<file path="src/rtl/vld_rdy_fifo.sv">
// ----------------------------------------------------------------------------
// vld_rdy_fifo
//   Synchronous data FIFO with a valid/ready handshake on both sides. It sits
//   behind a vld_rdy pipeline stage, absorbs backpressure bursts and feeds the
//   next consumer (execute / bus-issue stage). rdy_o is derived from
//   registered pointers only, so there is no combinational path from rdy_i
//   to rdy_o.
//
//   Optional feature macro: FIFO_BYPASS_EN
//     undefined (default) : a pushed word appears on vld_o/data_o one cycle
//                           after the push edge.
//     defined             : when the FIFO is empty, vld_i/data_i fall through
//                           combinationally to vld_o/data_o. If the consumer
//                           is ready, the word is handed over in the same
//                           cycle and is never stored.
//
// Parameters
//   DW     payload width in bits
//   DEPTH  number of entries (power of two, >= 2)
//   AW     pointer index width, derived from DEPTH
//
// Ports
//   clk      in   1     clock, all state on posedge
//   rst_n    in   1     asynchronous active-low reset
//   vld_i    in   1     upstream valid
//   rdy_o    out  1     upstream ready (FIFO not full)
//   data_i   in   DW    upstream payload
//   vld_o    out  1     downstream valid (FIFO not empty, or bypass)
//   rdy_i    in   1     downstream ready
//   data_o   out  DW    downstream payload (head entry, or bypass)
//   count_o  out  AW+1  occupancy, 0..DEPTH
// ----------------------------------------------------------------------------
module vld_rdy_fifo #(
    parameter int DW    = 32,
    parameter int DEPTH = 4,
    localparam int AW   = $clog2(DEPTH)
) (
    input  logic          clk,
    input  logic          rst_n,
    input  logic          vld_i,
    output logic          rdy_o,
    input  logic [DW-1:0] data_i,
    output logic          vld_o,
    input  logic          rdy_i,
    output logic [DW-1:0] data_o,
    output logic [AW:0]   count_o
);

    localparam logic [AW:0] PTR_ONE = {{AW{1'b0}}, 1'b1};

    // Pointers carry an extra wrap bit so full and empty are distinguishable.
    logic [AW:0]   wr_ptr_r;
    logic [AW:0]   rd_ptr_r;
    logic [DW-1:0] mem_r [DEPTH];

    logic          empty_s;
    logic          full_s;
    logic          bypass_s;
    logic          push_s;
    logic          pop_s;
    logic [DW-1:0] head_s;

    // Status flags derived purely from the registered pointer pair.
    always_comb begin
        empty_s = (wr_ptr_r == rd_ptr_r);
        full_s  = (wr_ptr_r[AW] != rd_ptr_r[AW]) &&
                  (wr_ptr_r[AW-1:0] == rd_ptr_r[AW-1:0]);
        head_s  = mem_r[rd_ptr_r[AW-1:0]];
        count_o = wr_ptr_r - rd_ptr_r;
        rdy_o   = ~full_s;
    end

`ifdef FIFO_BYPASS_EN
    // Empty FIFO: present the upstream word directly; a same-cycle handover
    // consumes it without touching storage.
    always_comb begin
        bypass_s = 1'b0;
        vld_o    = 1'b0;
        data_o   = '0;
        if (empty_s) begin
            bypass_s = vld_i & rdy_i;
            vld_o    = vld_i;
            data_o   = data_i;
        end else begin
            bypass_s = 1'b0;
            vld_o    = 1'b1;
            data_o   = head_s;
        end
    end
`else
    // Default output path: head entry of registered storage.
    always_comb begin
        bypass_s = 1'b0;
        vld_o    = ~empty_s;
        data_o   = head_s;
    end
`endif

    // Handshake qualification. A full FIFO blocks the push even when a pop
    // frees a slot in the same cycle; the slot is offered next cycle.
    always_comb begin
        push_s = vld_i & ~full_s & ~bypass_s;
        pop_s  = rdy_i & ~empty_s;
    end

    // Pointer registers: advance independently on push and pop.
    always_ff @(posedge clk or negedge rst_n) begin
        if (!rst_n) begin
            wr_ptr_r <= '0;
            rd_ptr_r <= '0;
        end else begin
            if (push_s) begin
                wr_ptr_r <= wr_ptr_r + PTR_ONE;
            end
            if (pop_s) begin
                rd_ptr_r <= rd_ptr_r + PTR_ONE;
            end
        end
    end

    // Storage array: cleared on reset so data_o reads zero afterwards.
    always_ff @(posedge clk or negedge rst_n) begin
        if (!rst_n) begin
            for (int i = 0; i < DEPTH; i++) begin
                mem_r[i] <= '0;
            end
        end else if (push_s) begin
            mem_r[wr_ptr_r[AW-1:0]] <= data_i;
        end
    end

endmodule
</file>
<file path="config.mk">
export PLATFORM = sky130hd
export DESIGN_NAME = vld_rdy_fifo
export DESIGN_NICKNAME = d
export VERILOG_FILES = /design/src/rtl/vld_rdy_fifo.sv
export SDC_FILE = /design/constraint.sdc
export NUM_CORES = 1
export LEC_CHECK = 0
export BUFFER_PORTS_ARGS = -buffer_cell sky130_fd_sc_hd__buf_4
export CAP_MARGIN = 25
export CORE_AREA = 2 2 117 147
export CTS_CLUSTER_DIAMETER = 40
export CTS_CLUSTER_SIZE = 30
export DETAILED_ROUTE_END_ITERATION = 6
export DIE_AREA = 0 0 119 149
export GPL_TIMING_DRIVEN = 1
export MAX_ROUTING_LAYER = met4
export PLACE_DENSITY = 0.66
export RECOVER_POWER = 50
export SLEW_MARGIN = 5
export SYNTH_ARGS = -nofsm -noshare
export SYNTH_HDL_FRONTEND = slang
export SYNTH_SLANG_ARGS = --single-unit
export TNS_END_PERCENT = 5
</file>
<file path="constraint.sdc">
create_clock -name clk -period 2.8 [get_ports clk]
set_clock_uncertainty 0.15 [all_clocks]
set_input_delay 0.7 -clock clk [delete_from_list [all_inputs] [get_ports clk]]
set_output_delay 0.7 -clock clk [all_outputs]
set_load 0.05 [all_outputs]
</file>
-- Word level (Yosys, flattened, before mapping)
Index checks and enable logic that the tools add are counted.
- mux-type cells: 6
- add/subtract/negate cells: 3
- reduce and logical (&&, ||, !) cells: 2
- bitwise gates (word level): 6
- equality and inequality tests: 3
- magnitude comparators: 3
- operator list (kind ; count):
    bitwise mux 128 bit ; 1
    2-to-1 mux 32 bit ; 3
    binary-select mux 32 bit (select 2 bit) ; 1
    demux 32 bit (select 2 bit) ; 1
    adder 3 x 1 -> 3 bit, second input constant ; 2
    greater-or-equal comparator 3 bit, second input constant ; 2
    NOT 2 -> 3 bit ; 2
    equality test 3 bit ; 1
    less-than comparator 3 x 1 -> 1 bit, second input constant ; 1
    subtractor 3 bit ; 1
    bitwise AND 1 bit ; 2
    equality test 2 bit ; 1
    logical AND 1 bit ; 2
    NOT 1 bit ; 2
    inequality test 1 bit ; 1
- input port bits: 36
- flip-flop bits (word level): 134
- output and inout bits: 37

-- Longest topological paths before layout
- word-level depth: 6
- depth in mapped cells: 9
- depth with buffers taken out: 5

-- Worst setup path after synthesis
Ideal clock, no wire load.
- path type: register to output
- start point: reg rd_ptr_r[1]
- end point: out rdy_o
- data arrival time: 1953 ps
- required time: 1950 ps
- path slack: -3 ps
- buffers on the path: 3
- cell stages (with the launch flop): 8
- path through: dfrtp_1 > clkbuf_1 > clkbuf_1 > inv_1 > ha_1 > and2_1 > clkbuf_1 > nand2_1
- longest elaborated chain between the ends: 3
- ends and longest elaborated chain (item ; RTL line ; text):
    from (decl) ; 53 ; logic [AW:0] rd_ptr_r;
    from (signal assigned) ; 116 ; rd_ptr_r <= rd_ptr_r + PTR_ONE;
    equality test 2 bit ; 67 ; (wr_ptr_r[AW-1:0] == rd_ptr_r[AW-1:0]);
    logical AND 1 bit ; 66 ; full_s = (wr_ptr_r[AW] != rd_ptr_r[AW]) &&
    NOT 1 bit ; 70 ; rdy_o = ~full_s;
    to (decl) ; 41 ; output logic rdy_o,
No other way between the ends.

-- Worst setup path after layout
- start point: reg wr_ptr_r[0]
- end point: out count_o[2]
- longest elaborated chain between the ends: 1
- ends and longest elaborated chain (item ; RTL line ; text):
    from (decl) ; 52 ; logic [AW:0] wr_ptr_r;
    from (signal assigned) ; 113 ; wr_ptr_r <= wr_ptr_r + PTR_ONE;
    subtractor 3 bit ; 69 ; count_o = wr_ptr_r - rd_ptr_r;
    to (decl) ; 46 ; output logic [AW:0] count_o
No other way between the ends.

==> flow_summary.toml <==
[timing]
timing.final.setup_violations = 0
worstMarginPinSlew_ps = 1620
final-max-slew-violation-count = 63
layout_min_cycle_time_ps = 2720
post-route-period-util = 0.970
final_hold_viol_count = 0
slew_headroom = -0.0782
achievable-frequency_mhz = 368
rsz0062_at_grt = "false"
layout_setup_ws_ps = 82.6

[worst_setup_path]
path_delay_family = "adder cells"
critical_path_cell_by_cell = "inv_2 -> ha_1 -> fa_1 -> xnor2_1 -> buf_4"
timing.critical_path.slowest_stage_cell = "dfrtp_1"
setup_cp_type = "flip-flop to primary output"
endpoint_kind = "primary output"
cpPeakStageDelay_ps = 420
cp.arrival_ps = 1870
critPathLaunchType = "flip-flop"
path_buf_inv = 2
critical_path_peak_fanout = 4
required_ps = 1950

[cts]
cts.sinks = 134
clkTransAtPathRegs_ps = 60
clk_latency_ps = 410
clock-root-buffer = "clkbuf_16"
cts-buffers-inserted = 17
cts_tree = "yes"
cts_max_path_buffers = 2
cts_htree_levels = 4
post_cts_hold_buffer_count = 0

[finish]
n_fill_cell = 1479
final_core_util = 0.450
area_growth_pct = 25.1
multiInputGateArea_um2 = 2450
final_cell_mix = "dfrtp_1 (132), mux2_2 (131), buf_4 (75)"
most_frequent_standard_cell_in_the_layout_excluding_fill_and_tap_cells = "dfrtp_1"
drive_above_1_share = 0.618
final-seq-area_um2 = 3360
num_antenna_cells = 0
final_nets = 488

[floorplan]
initial_utilization = 0.360
placeableCoreArea_um2 = 16500
io-pin-count = 73
fp.dieH_um = 149
placement_rows = 53
fp.dieArea_um2 = 17700
die_wd_um = 119

[synth]
yosysWarnings = 0
synth_seq_cells = 134
synth_cell_type_count = 16
postSynthNetCount = 401
synth_cells = 357
yosysSeqAreaShare = 0.564
combined_area_of_all_synthesized_cells_um2 = 5940
mean_instance_size_in_the_synthesized_netlist_um2 = 16.7

[grt]
antenna_found_initial = 0
vias_in_the_first_global_route = 3838
gr-usage-all-layers = 0.157
grt_start_max_net_pins = 63
global_route_wire_length_before_repair_mm = 20.5
grt-ovfl-total = 0

[routing]
drt_first_pass_iters = 4
drt_drc_violations_left = 0
drtAntennaViolNets = 0
initialDrtViolationCount = 162
detailroute.via_count = 3353
wirelength_mm = 12.8
avgViaCountPerCell = 4.96
wl_per_cell_um = 18.9

[status]
violations = "capacitance limit, slew limit"
status = "finished with violations"

[placed_design]
place_ws_ps = 366
post-dp-hpwl_mm = 8.06
port-buffer-count = 72
place.gp.congestion = 0.708

[flow_run]
cap_viol_max_count = 1

[hold_path]
hold_path_class = "flip-flop to flip-flop"
## through the flow
step | setup TNS, ps | instance area [um2] | hold WS (ps) | instances
after floorplan | -6.20 | 5940 | 254 | 357
after global placement | 0 | 6850 | 333 | 643
final | 0 | 7440 | 352 | 676
after CTS | 0 | 7490 | 136 | 674
after detailed placement | 0 | 6850 | 342 | 643
after global routing | 0 | 7440 | 362 | 676
## synthesized netlist by cell type, drive strengths merged
cell type	count	area share
a21oi	4	0.0034
and2	1	0.0011
buf	15	0.018
clkbuf	6	0.0038
dfrtp	134	0.56
fa	1	0.0034
ha	7	0.015
inv	6	0.0038
mux2	131	0.25
mux2i	1	0.0017
mux4	32	0.12
nand2	10	0.0063
o21ai	4	0.0034
xnor2	4	0.0059
xor2	1	0.0015
## sequential cells by signal, indices dropped and copies added (netlist names)
name / cells
mem_r: 128
rd_ptr_r: 3
wr_ptr_r: 3
## worst register-to-register path, delay by kind of cell, from the launching register on
family / cells / cell delay, ps
DFF: 1 / 420
and+or+nand+nor: 1 / 240
adders and majority gates: 1 / 330
muxes: 1 / 430
buffers and inverters: 2 / 690
AOI/OAI and AO/OA: 1 / 250
## logic make-up (layout without fill, tap and decap cells)
kind of cell,count (synthesis),count (layout),share of synthesized area
fa+ha+maj,8,8,0.0181
buf+inv,27,126,0.0253
xor+xnor,5,5,0.00737
flops,134,134,0.564
mux,164,164,0.371
simple gates,11,11,0.00737
compound gates,8,8,0.00674
## path summary, 6_finish.rpt
check	start	to	slack [ps]	depth (start not counted)
min	mem_r[6]	mem_r[6]	350	1
max in group asynchronous	rst_n	mem_r[54]	520	2
max	wr_ptr_r[0]	count_o[2]	80	5
min reg2reg	mem_r[6]	mem_r[6]	350	1
min in group asynchronous	rst_n	mem_r[105]	530	1
max reg2reg	wr_ptr_r[0]	mem_r[33]	170	6
## repair_timing
| action | 4_1_cts | 5_1_grt |
|---|---|---|
| setup endpoints to repair | 15 | 17 |
| buffers inserted | 0 | 1 |
| pin swaps | 0 | 1 |
| resized for setup | 2 | 2 |
| gates cloned | 0 | 1 |
## layer usage
| layer | track usage | vias up | part of all wire |
|---|---|---|---|
| li1 | - | 1491 | - |
| met5 | - | - | 0 |
| met2 | 0.274 | 63 | 0.55 |
| met3 | 0.0378 | 11 | 0.028 |
| met4 | 0.0542 | 0 | 0.012 |
| met1 | 0.176 | 1788 | 0.41 |
## cell type report
type | count | share of cell area
multi-input combinational | 196 | 0.330
clock buffer | 21 | 0.0633
sequential | 134 | 0.451
tap | 220 | 0.0370
inverter | 6 | 0.00303
clock inverter | 10 | 0.0225
timing repair buffer | 89 | 0.0929
Power is left out: the tool's default activity adds up to more than one toggle a clock period on the data nets, which glitch-free logic cannot reach.
